**src/rtl/alu_share_arbiter.sv**
```systemverilog
// Round-robin share of one single-cycle ALU between two requesters.
// A granted op is registered, presented to the ALU for one cycle, and its
// tagged result is held until the consumer takes it. Each requester has a
// saturating count of its completed ops.
module alu_share_arbiter #(
  parameter int unsigned DATA_W = 32,
  parameter int unsigned CTRL_W = 3,
  parameter int unsigned TAG_W  = 4,
  parameter int unsigned CNT_W  = 16
) (
  input  logic                  clk__i,
  input  logic                  rst__i,
  input  logic [1:0]            reqValid__i,
  output logic [1:0]            reqReady__o,
  input  logic [2*DATA_W-1:0]   reqA__i,
  input  logic [2*DATA_W-1:0]   reqB__i,
  input  logic [2*CTRL_W-1:0]   reqCtrl__i,
  input  logic [2*TAG_W-1:0]    reqTag__i,
  output logic [DATA_W-1:0]     aluA__o,
  output logic [DATA_W-1:0]     aluB__o,
  output logic [CTRL_W-1:0]     aluCtrl__o,
  input  logic [DATA_W-1:0]     aluResult__i,
  input  logic                  aluZero__i,
  output logic                  rspValid__o,
  input  logic                  rspReady__i,
  output logic [DATA_W-1:0]     rspResult__o,
  output logic                  rspZero__o,
  output logic                  rspErr__o,
  output logic                  rspId__o,
  output logic [TAG_W-1:0]      rspTag__o,
  output logic [CNT_W-1:0]      opCnt0__o,
  output logic [CNT_W-1:0]      opCnt1__o
);

  typedef enum logic [1:0] {
    S_IDLE = 2'd0,
    S_BUSY = 2'd1,
    S_RESP = 2'd2
  } state_t;

  state_t              state_q;
  state_t              state_d;
  logic                last_grant_q;
  logic                grant_id_c;
  logic                issue_c;
  logic                legal_c;

  logic [DATA_W-1:0]   op_a_q;
  logic [DATA_W-1:0]   op_b_q;
  logic [CTRL_W-1:0]   op_ctrl_q;
  logic [TAG_W-1:0]    op_tag_q;
  logic                op_id_q;

  logic                rsp_valid_q;
  logic [DATA_W-1:0]   rsp_result_q;
  logic                rsp_zero_q;
  logic                rsp_err_q;
  logic                rsp_id_q;
  logic [TAG_W-1:0]    rsp_tag_q;
  logic [CNT_W-1:0]    cnt0_q;
  logic [CNT_W-1:0]    cnt1_q;

  // State register
  always_ff @(posedge clk__i) begin
    if (rst__i) state_q <= S_IDLE;
    else        state_q <= state_d;
  end

  // Next state and grant; ready is offered only in IDLE, never gated by rspReady
  always_comb begin
    state_d     = state_q;
    reqReady__o = 2'b00;
    grant_id_c  = 1'b0;
    issue_c     = 1'b0;
    case (state_q)
      S_IDLE: begin
        if (reqValid__i == 2'b11) grant_id_c = ~last_grant_q;
        else                      grant_id_c = reqValid__i[1];
        if (reqValid__i != 2'b00) begin
          issue_c     = 1'b1;
          reqReady__o = grant_id_c ? 2'b10 : 2'b01;
          state_d     = S_BUSY;
        end
      end
      S_BUSY: state_d = S_RESP;
      S_RESP: if (rspReady__i) state_d = S_IDLE;
      default: state_d = S_IDLE;
    endcase
  end

  // Legal ALU control codes: ADD, SUB, AND, OR, SLT
  always_comb begin
    legal_c = (op_ctrl_q == CTRL_W'(3'b010)) || (op_ctrl_q == CTRL_W'(3'b110)) ||
              (op_ctrl_q == CTRL_W'(3'b000)) || (op_ctrl_q == CTRL_W'(3'b001)) ||
              (op_ctrl_q == CTRL_W'(3'b111));
  end

  // Op capture on accept, result capture after the BUSY cycle, counters, response handshake
  always_ff @(posedge clk__i) begin
    if (rst__i) begin
      last_grant_q <= 1'b1;
      op_a_q       <= '0;
      op_b_q       <= '0;
      op_ctrl_q    <= '0;
      op_tag_q     <= '0;
      op_id_q      <= 1'b0;
      rsp_valid_q  <= 1'b0;
      rsp_result_q <= '0;
      rsp_zero_q   <= 1'b0;
      rsp_err_q    <= 1'b0;
      rsp_id_q     <= 1'b0;
      rsp_tag_q    <= '0;
      cnt0_q       <= '0;
      cnt1_q       <= '0;
    end else begin
      if (issue_c) begin
        op_a_q       <= grant_id_c ? reqA__i[2*DATA_W-1:DATA_W] : reqA__i[DATA_W-1:0];
        op_b_q       <= grant_id_c ? reqB__i[2*DATA_W-1:DATA_W] : reqB__i[DATA_W-1:0];
        op_ctrl_q    <= grant_id_c ? reqCtrl__i[2*CTRL_W-1:CTRL_W] : reqCtrl__i[CTRL_W-1:0];
        op_tag_q     <= grant_id_c ? reqTag__i[2*TAG_W-1:TAG_W] : reqTag__i[TAG_W-1:0];
        op_id_q      <= grant_id_c;
        last_grant_q <= grant_id_c;
      end
      if (state_q == S_BUSY) begin
        rsp_valid_q  <= 1'b1;
        rsp_result_q <= aluResult__i;
        rsp_zero_q   <= aluZero__i;
        rsp_err_q    <= ~legal_c;
        rsp_id_q     <= op_id_q;
        rsp_tag_q    <= op_tag_q;
        if (!op_id_q && (cnt0_q != '1)) cnt0_q <= cnt0_q + CNT_W'(1);
        if (op_id_q && (cnt1_q != '1))  cnt1_q <= cnt1_q + CNT_W'(1);
      end
      if ((state_q == S_RESP) && rspReady__i) rsp_valid_q <= 1'b0;
    end
  end

  assign aluA__o      = op_a_q;
  assign aluB__o      = op_b_q;
  assign aluCtrl__o   = op_ctrl_q;
  assign rspValid__o  = rsp_valid_q;
  assign rspResult__o = rsp_result_q;
  assign rspZero__o   = rsp_zero_q;
  assign rspErr__o    = rsp_err_q;
  assign rspId__o     = rsp_id_q;
  assign rspTag__o    = rsp_tag_q;
  assign opCnt0__o    = cnt0_q;
  assign opCnt1__o    = cnt1_q;

endmodule

```
**config.mk**
```make
export PLATFORM = sky130hd
export DESIGN_NAME = alu_share_arbiter
export DESIGN_NICKNAME = d
export VERILOG_FILES = /design/src/rtl/alu_share_arbiter.sv
export SDC_FILE = /design/constraint.sdc
export NUM_CORES = 1
export LEC_CHECK = 0
export ABC_AREA = 0
export BUFFER_PORTS_ARGS = -buffer_cell sky130_fd_sc_hd__clkbuf_2
export CELL_PAD_IN_SITES_DETAIL_PLACEMENT = 0
export CELL_PAD_IN_SITES_GLOBAL_PLACEMENT = 1
export CORE_MARGIN = 5
export CORE_UTILIZATION = 23
export CTS_CLUSTER_DIAMETER = 30
export DETAILED_ROUTE_END_ITERATION = 10
export GPL_TIMING_DRIVEN = 0
export PLACE_DENSITY = 0.72
export SLEW_MARGIN = 20
export SYNTH_ARGS = -nofsm -noshare
export SYNTH_HDL_FRONTEND = slang
export SYNTH_SLANG_ARGS = --single-unit
```
**constraint.sdc**
```tcl
create_clock -name clk__i -period 3.9 [get_ports clk__i]
set_clock_uncertainty 0.05 [all_clocks]
set_input_delay 0.78 -clock clk__i [delete_from_list [all_inputs] [get_ports clk__i]]
set_output_delay 0.78 -clock clk__i [all_outputs]
set_load 0.01 [all_outputs]
```
==> results of run 1 <==
state kept, by name (all words and copies together), names as in the netlist, 2 cells and up:
signal / count
aluA__o: 32
aluB__o: 32
rspResult__o: 32
opCnt0__o: 16
opCnt1__o: 16
op_tag_q: 4
rspTag__o: 4
aluCtrl__o: 3
state_q: 2
synth_stat cells (all sizes together), types with 4 or more instances:
cell type	n	area [sq um]
nand2	191	717
dfxtp	147	2940
a21oi	103	515
nor2	49	184
clkbuf	46	174
a311oi	37	324
o221ai	37	324
buf	16	78.8
or4	15	113
o21ai	13	65.1
o31ai	13	97.6
nand4	12	81.3
nand3	11	55.1
or3	11	68.8
nor3	5	25.0
and4	4	35.0
nand2b	4	25.0
nand3b	4	42.5
nor4	4	25.0
how the worst min path moves through the flow:
stage / start / to / slack, ps / depth (start not counted)
2_1_floorplan: op_tag_q[1] / rspTag__o[1] / 380 / 2
3_3_place_gp: aluA__o[2] / aluA__o[2] / 390 / 2
3_5_place_dp: aluB__o[9] / aluB__o[9] / 390 / 2
4_1_cts: aluB__o[9] / aluB__o[9] / 400 / 2
5_1_grt: aluA__o[12] / aluA__o[12] / 420 / 2
6_report: aluB__o[4] / aluB__o[4] / 400 / 2
tightest hold or removal path, cell delays in order, from the launching register on:
cell and delay [ps]:
dfxtp_1 310, nand2_1 50, a21oi_1 50
layer usage:
metal,vias to the layer above,track usage,routed length [um]
met5,-,0,0
met4,0,0.0412,393
met3,22,0.0480,1560
met2,209,0.283,12500
met1,3147,0.191,10600
li1,3408,-,-
logic make-up after synthesis:
logic type,Yosys count
multiplexers,3
XOR/XNOR,1
buffers and inverters,64
AO/OA/AOI/OAI,211
AND/OR/NAND/NOR,323
flip-flops,147
adder cells (fa/ha/maj),2
through the flow:
stage / setup WS, ps / hold slack [ps] / utilization
6_report: 476 / 402 / 0.334
3_3_place_gp: 521 / 388 / 0.312
3_5_place_dp: 521 / 393 / 0.312
2_1_floorplan: 1280 / 382 / -
5_1_grt: 185 / 418 / 0.334
4_1_cts: 349 / 402 / 0.334
area by class of cell:
type	count	area share
clock buffers	19	0.0518
flip-flops and latches	147	0.337
clock inverters	13	0.0160
well taps	335	0.0480
inverters	2	0.000859
repair buffers	320	0.183
plain buffers	62	0.0289
multi-input cells	540	0.335
power by group through the flow:
stage               Combinational (mW)  Sequential, mW  Clock (mW)
floorplan                        0.314            1.76           0
global route                     0.782            1.70        1.79
detailed placement               0.719            1.72           0
finish                           0.701            1.69        1.67
global placement                 0.719            1.72           0
CTS                              0.722            1.69        1.72
==> flow_summary.toml, run 1 <==
[status]
status = "finished clean"

[critical_path]
cpMostUsedCell = "clkbuf_1"
cp-startpoint = "state_q[0]"
cp_slowest_cell = "clkbuf_1"
path_depth = 8
required_ps = 3070
crit_family = "buffers and inverters"
cp-end-kind = "output pin"
reg2reg_to = "op_tag_q[2]"
timing.reg2reg.setup_slack_ps = 1570
max_stage_delay_ps = 530
reg2reg_depth = 8
worstPathMaxFanout = 10
path_buf_inv = 5
path_class = "register to output pin"
start_kind = "register"
crit_end = "reqReady__o[0]"
r2r-start = "state_q[0]"
crit_chain = "buf_4 -> nor2_1 -> o21a_1 -> buf_2 -> clkbuf_1 -> clkbuf_1 -> and2_1 -> clkbuf_2"
cp.arrival_ps = 2590

[floorplan]
fp.coreArea_sq_um = 26100
die_area_sq_um = 30000
die_w_um = 173
placementRows = 59
start_util = 0.234
die_y_um = 173
io_pins = 321

[clock_tree]
clockBufferDepth = 2
clock-sinks = 147
clk_latency_ps = 410
cts_resized = 0
cts.reportedPaths.clkPinSlew_ps = 60
cts_tree = "yes"
postCtsHoldBufs = 0
postCtsSetupRepairBufs = 0
htreeDepth = 4
cts-root-buf = "clkbuf_16"
cts_made_buffers = 17

[logic_synthesis]
synthFlopType = "dfxtp_1"
muxShareOfSynthArea = 0.00552
ys_warn_count = 0
synth_area_per_cell_sq_um = 8.15
synth-compound-area-share = 0.227
async_reset_ff_frac = 0
synth_nets = 933
synth_edf_count = 0
synth_xor_area_frac = 0.00143
seq_area_frac_synth = 0.481
synth_top_family_by_area = "simple AND/OR/NAND/NOR gates"
yosys.area_share.simple = 0.239
synth-seq-cells = 147
synthCells = 751
synthAdderAreaFrac = 0.00409
synth_area_sq_um = 6120
yosys.cell_types.count = 45

[pwr]
p_sw_frac = 0.303
p_sw_mw = 1.23
seq_power_share = 0.415
power_density_nw_per_um2 = 464
internal-power_mw = 2.83
power.leakage_nw = 3.75
pwr-share-comb = 0.173
p_clk_frac = 0.412
vdd_drop_max_mv = 0.281
finalPower_mw = 4.06

[placed_design]
placed_cells = 1406
hpwlAfterDp_um = 19400
dpl_cell_area_sq_um = 8140
place_congestion = 0.819
portBuffers = 320

[hold_path]
hold_path_class = "register to register"

[sta]
hold_violations = 0
slew_headroom = 0.450
fin_crit_ps = 3420
final.setup.tns_ps = 0
tightest_slew_ps = 825
drv_slew = 0
rsz0062_at_grt = "false"
max_freq_mhz = 292
final.period_utilization = 0.878
setup_viol = 0

[drt]
drcViolationCount = 0
drt_iter0_markers = 284
vias = 6786
antenna_left = 0
firstDrtPassIters = 4
drt-total-wl_um = 25000
post_drt_wl_per_cell_um = 17.4
post_drt_via_cell_ratio = 4.72

[grt]
grtUsageTotal = 0.160
antenna_found_initial = 0
grt_start_max_net_pins = 17
grt_pass1_vias = 6730
grt_pass1_wl_um = 38200
grt-ovfl-total = 0

[finish]
area_growth_pct = 42.8
fin_cells = 1438
stdcell_area_sq_um = 8740
layout_common_cells = "clkbuf_2 (321), nand2_1 (191), dfxtp_1 (147)"
regArea_sq_um = 2940
drive_gt1_frac = 0.340
nFillCells = 2912
multi_input_area_sq_um = 2920
final_common_cell = "clkbuf_2"
num_antenna_cells = 0
fin_nets = 1272

[run]
maxCapViolations = 0
No activity file was read; power rests on OpenSTA's default activity.
==> run 2: changes to the inputs <==
==> constraint.sdc (replaced) <==
create_clock -name clk__i -period 3.9 [get_ports clk__i]
set_clock_uncertainty 0.05 [all_clocks]
set_input_delay 0.975 -clock clk__i [delete_from_list [all_inputs] [get_ports clk__i]]
set_output_delay 0.975 -clock clk__i [all_outputs]
set_load 0.01 [all_outputs]
==> run 2 against run 1 <==
Net effect: sequential cell count unchanged; worst setup slack lost 190 ps; combinational power about the same; via count barely moved; clock power about the same; sequential share of layout area about the same; core utilization is essentially flat; sequential power about the same; routed wire length hardly changed; global-route usage unchanged; die area is the same; maximum frequency fell by 5.3%; critical path type is now primary input to output pin; largest cell class unchanged; highest routed layer unchanged.
==> flow_summary.toml, run 2 (same netlist as run 1, synthesis figures left out) <==
[hold_path]
hold_path_class = "register to register"
min-delay-start = "aluB__o[4]"
min_to = "aluB__o[4]"
hold_depth = 2

[run]
maxCapViolations = 0

[clock_tree]
cts_made_buffers = 17
cts-root-buf = "clkbuf_16"
cts_tree = "yes"
htreeDepth = 4
clk_latency_ps = 410
clockBufferDepth = 2
postCtsHoldBufs = 0
clock-sinks = 147
cts.reportedPaths.clkPinSlew_ps = 60

[grt]
grt-ovfl-total = 0
grt_pass1_wl_um = 38200
grt_start_max_net_pins = 17
grt_pass1_vias = 6730
grtUsageTotal = 0.160
antenna_found_initial = 0

[sta]
fin_crit_ps = 3620
slew_headroom = 0.453
max_freq_mhz = 276
drv_slew = 0
rsz0062_at_grt = "false"
final.period_utilization = 0.927
tightest_slew_ps = 821
final.setup.tns_ps = 0
hold_violations = 0
timing.final.ws_setup_ps = 283
setup_viol = 0

[floorplan]
io_pins = 321
fp.coreArea_sq_um = 26100
die_y_um = 173
placementRows = 59
die_area_sq_um = 30000
start_util = 0.234
die_w_um = 173

[critical_path]
cp-end-kind = "output pin"
required_ps = 2870
path_class = "primary input to output pin"
reg2reg_to = "op_tag_q[2]"
worstPathMaxFanout = 10
reg2reg_depth = 8
timing.reg2reg.setup_slack_ps = 1570
cp.arrival_ps = 2590
r2r-start = "state_q[0]"
start_kind = "primary input"

[drt]
antenna_left = 0
post_drt_via_cell_ratio = 4.71
drt_iter0_markers = 284
firstDrtPassIters = 4
post_drt_wl_per_cell_um = 17.4
drcViolationCount = 0
vias = 6780
drt-total-wl_um = 25000

[placed_design]
place_congestion = 0.819
pre_cts_slack_ps = 131
portBuffers = 320
hpwlAfterDp_um = 19400

[finish]
num_antenna_cells = 0
drive_gt1_frac = 0.341
nFillCells = 2911
area_growth_pct = 42.8
multi_input_area_sq_um = 2920
regArea_sq_um = 2940
final_common_cell = "clkbuf_2"
fin_nets = 1272
layout_common_cells = "clkbuf_2 (322), nand2_1 (191), dfxtp_1 (147)"

[pwr]
vdd_drop_max_mv = 0.282
power_density_nw_per_um2 = 464
power.leakage_nw = 3.75

[status]
status = "finished clean"
[run 2: report_power, final]
part	leakage [nW]	internal (mW)	switching (mW)	total, mW
Clock	0.287	0.938	0.732	1.67
Combinational	2.26	0.271	0.430	0.701
Sequential	1.21	1.62	0.0665	1.69
[run 2: layout make-up]
cell class | instances | share of cell area
clock inverters | 13 | 0.0160
well taps | 335 | 0.0479
plain buffers | 62 | 0.0291
clock buffers | 19 | 0.0518
inverters | 2 | 0.000859
flip-flops and latches | 147 | 0.337
repair buffers | 320 | 0.183
multi-input cells | 540 | 0.334
[run 2: repair_timing]
item | in CTS | in global routing
setup endpoints to repair | 0 | 1
gates resized for setup | 0 | 2
buffers inserted | 0 | 0
[run 2: metrics by stage]
stage,hold slack [ps],power [mW],std cells,utilization,instance area [sq um]
CTS,402,4.13,1438,0.334,8730
global placement,388,2.43,1406,0.312,8140
global route,418,4.28,1438,0.335,8740
finish,402,4.06,1438,0.335,8740
floorplan,382,2.08,751,-,6120
detailed placement,393,2.44,1406,0.312,8140
[run 2: worst max-delay path, cell delays in order]
cell	delay [ps]
clkbuf_2	100
a21bo_2	230
or3_1	300
clkbuf_1	260
inv_2	250
buf_2	290
clkbuf_2	180
[run 2: layer usage]
metal  GRT usage  part of all wire
met1       0.191              0.42
met2       0.283              0.50
met3      0.0480             0.062
met4      0.0412             0.016
met5           0                 0
[run 2: worst max-delay path by stage]
stage                   startpoint        endpoint  cells past startpoint
global route        reqValid__i[1]  reqReady__o[0]                      6
global placement    reqValid__i[1]  reqReady__o[0]                      7
floorplan           reqValid__i[1]  reqReady__o[1]                      5
CTS                 reqValid__i[1]  reqReady__o[0]                      7
finish              reqValid__i[1]  reqReady__o[1]                      7
detailed placement  reqValid__i[1]  reqReady__o[0]                      7
==> run 3: changes to the inputs <==
CELL_PAD_IN_SITES_DETAIL_PLACEMENT = default   (was 0)
CELL_PAD_IN_SITES_GLOBAL_PLACEMENT = default   (was 1)
PLACE_DENSITY = 0.56   (was 0.72)
RECOVER_POWER = 100   (was default)
TNS_END_PERCENT = 50   (was default)
==> run 3 against run 2 <==
Net effect: worst setup slack got worse by 140 ps; non-clock buffer count unchanged; cell count unchanged; first-iteration DRC count increased by 44%; count of clock-buffer cells in the layout unchanged; critical path depth unchanged; sequential power about the same; combinational power decreased by 4.1%; critical endpoint unchanged; largest power group unchanged; highest routed layer unchanged.
==> flow_summary.toml, run 3 (same netlist as run 1, synthesis figures left out) <==
[critical_path]
cp-end-kind = "output pin"
crit_family = "buffers and inverters"
required_ps = 2870
start_kind = "primary input"
cp-startpoint = "reqValid__i[0]"
path_buf_inv = 5
max_stage_delay_ps = 350
r2r-start = "opCnt0__o[8]"
cpMostUsedCell = "clkbuf_2"
path_class = "primary input to output pin"
crit_chain = "clkbuf_2 -> a21bo_2 -> or3_1 -> clkbuf_1 -> inv_2 -> buf_2 -> clkbuf_2"
cp_slowest_cell = "buf_2"
worstPathMaxFanout = 10
cp.arrival_ps = 2730

[floorplan]
io_pins = 321
fp.coreArea_sq_um = 26100
die_w_um = 173
start_util = 0.234
placementRows = 59
die_y_um = 173
die_area_sq_um = 30000

[grt]
grt_start_max_net_pins = 17
antenna_found_initial = 0
grt_pass1_vias = 6799
grt-ovfl-total = 0
grt_pass1_wl_um = 38800
grtUsageTotal = 0.162

[finish]
stdcell_area_sq_um = 8520
layout_common_cells = "clkbuf_1 (195), nand2_1 (191), clkbuf_2 (181)"
num_antenna_cells = 0
fin_nets = 1272
fin_cells = 1438
drive_gt1_frac = 0.205
final_common_cell = "clkbuf_1"
postLayoutCoreUtil = 0.326
area_growth_pct = 39.1
nFillCells = 2922

[sta]
hold_violations = 0
slew_headroom = 0.311
final.period_utilization = 0.962
drv_slew = 0
final.setup.tns_ps = 0
tightest_slew_ps = 1020
rsz0062_at_grt = "false"
fin_crit_ps = 3750
max_freq_mhz = 267
setup_viol = 0

[clock_tree]
clock-sinks = 147
cts_made_buffers = 17
htreeDepth = 4
cts.reportedPaths.clkPinSlew_ps = 60
postCtsHoldBufs = 0
cts-root-buf = "clkbuf_16"
cts_resized = 0
cts_tree = "yes"
clockBufferDepth = 2
postCtsSetupRepairBufs = 0
clk_latency_ps = 420

[run]
maxCapViolations = 0

[drt]
drcViolationCount = 0
drt-total-wl_um = 25000
vias = 6816
drt_iter0_markers = 410
post_drt_via_cell_ratio = 4.74
antenna_left = 0
post_drt_wl_per_cell_um = 17.4
firstDrtPassIters = 4

[hold_path]
min-delay-start = "aluA__o[18]"
hold_path_class = "register to register"

[placed_design]
hpwlAfterDp_um = 19500
portBuffers = 320
placed_cells = 1406
dpl_cell_area_sq_um = 8140
place_congestion = 0.855

[pwr]
power_density_nw_per_um2 = 465
power.leakage_nw = 3.23
vdd_drop_max_mv = 0.292

[status]
status = "finished clean"
==> run 3: changes by cell type in the layout (fill, tap and decap cells not counted), moves of 2 or more <==
cell	change
clkbuf_8	-2
clkbuf_1	+151
buf_2	-6
clkinv_4	-2
clkinvlp_4	+2
clkbuf_2	-141
inv_8	-2
buf_1	-2
clkinv_2	+2
==> run 3: area by class of cell <==
type	instances	area [sq um]	area share
sequential	147	2940	0.346
multi-input combinational	540	2920	0.343
timing repair buffer	320	1430	0.167
clock buffer	19	433	0.0508
tap	335	419	0.0492
buffer	62	245	0.0288
clock inverter	13	125	0.0147
inverter	2	7.51	0.000881
==> run 3: metrics by stage <==
| stage | setup slack (ps) | hold slack [ps] | total power, mW |
|---|---|---|---|
| 3_5_place_dp | 72.5 | 393 | 2.44 |
| 3_3_place_gp | 76.5 | 389 | 2.44 |
| 2_1_floorplan | 887 | 382 | 2.08 |
| 6_report | 148 | 400 | 3.96 |
| 4_1_cts | 61.9 | 402 | 4.07 |
| 5_1_grt | 3.34 | 419 | 4.18 |
==> run 3: tightest hold or removal path: cells and delay by family, from the launching register on <==
family	cells	cell delay (ps)
and+or+nand+nor	1	50
AOI/OAI and AO/OA	1	50
DFF	1	310
==> run 3: final timing paths <==
kind	to	depth (start not counted)	slack, ps
hold reg to reg	aluA__o[18]	2	400
hold / removal	aluA__o[18]	2	400
setup reg to reg	opCnt0__o[2]	5	1400
setup / recovery	reqReady__o[1]	7	150
==> run 3: routing by layer <==
metal  vias up  wire length, um  GRT usage
met5         -                0          0
li1       3394                -          -
met3        34             1740     0.0552
met4         0              596     0.0542
met1      3148            10700      0.193
met2       240            11900      0.274
==> run 3: power by group <==
group	leakage (nW)	internal [mW]	switching (mW)
Sequential	1.21	1.62	0.0705
Clock	0.263	0.890	0.706
Combinational	1.76	0.242	0.430
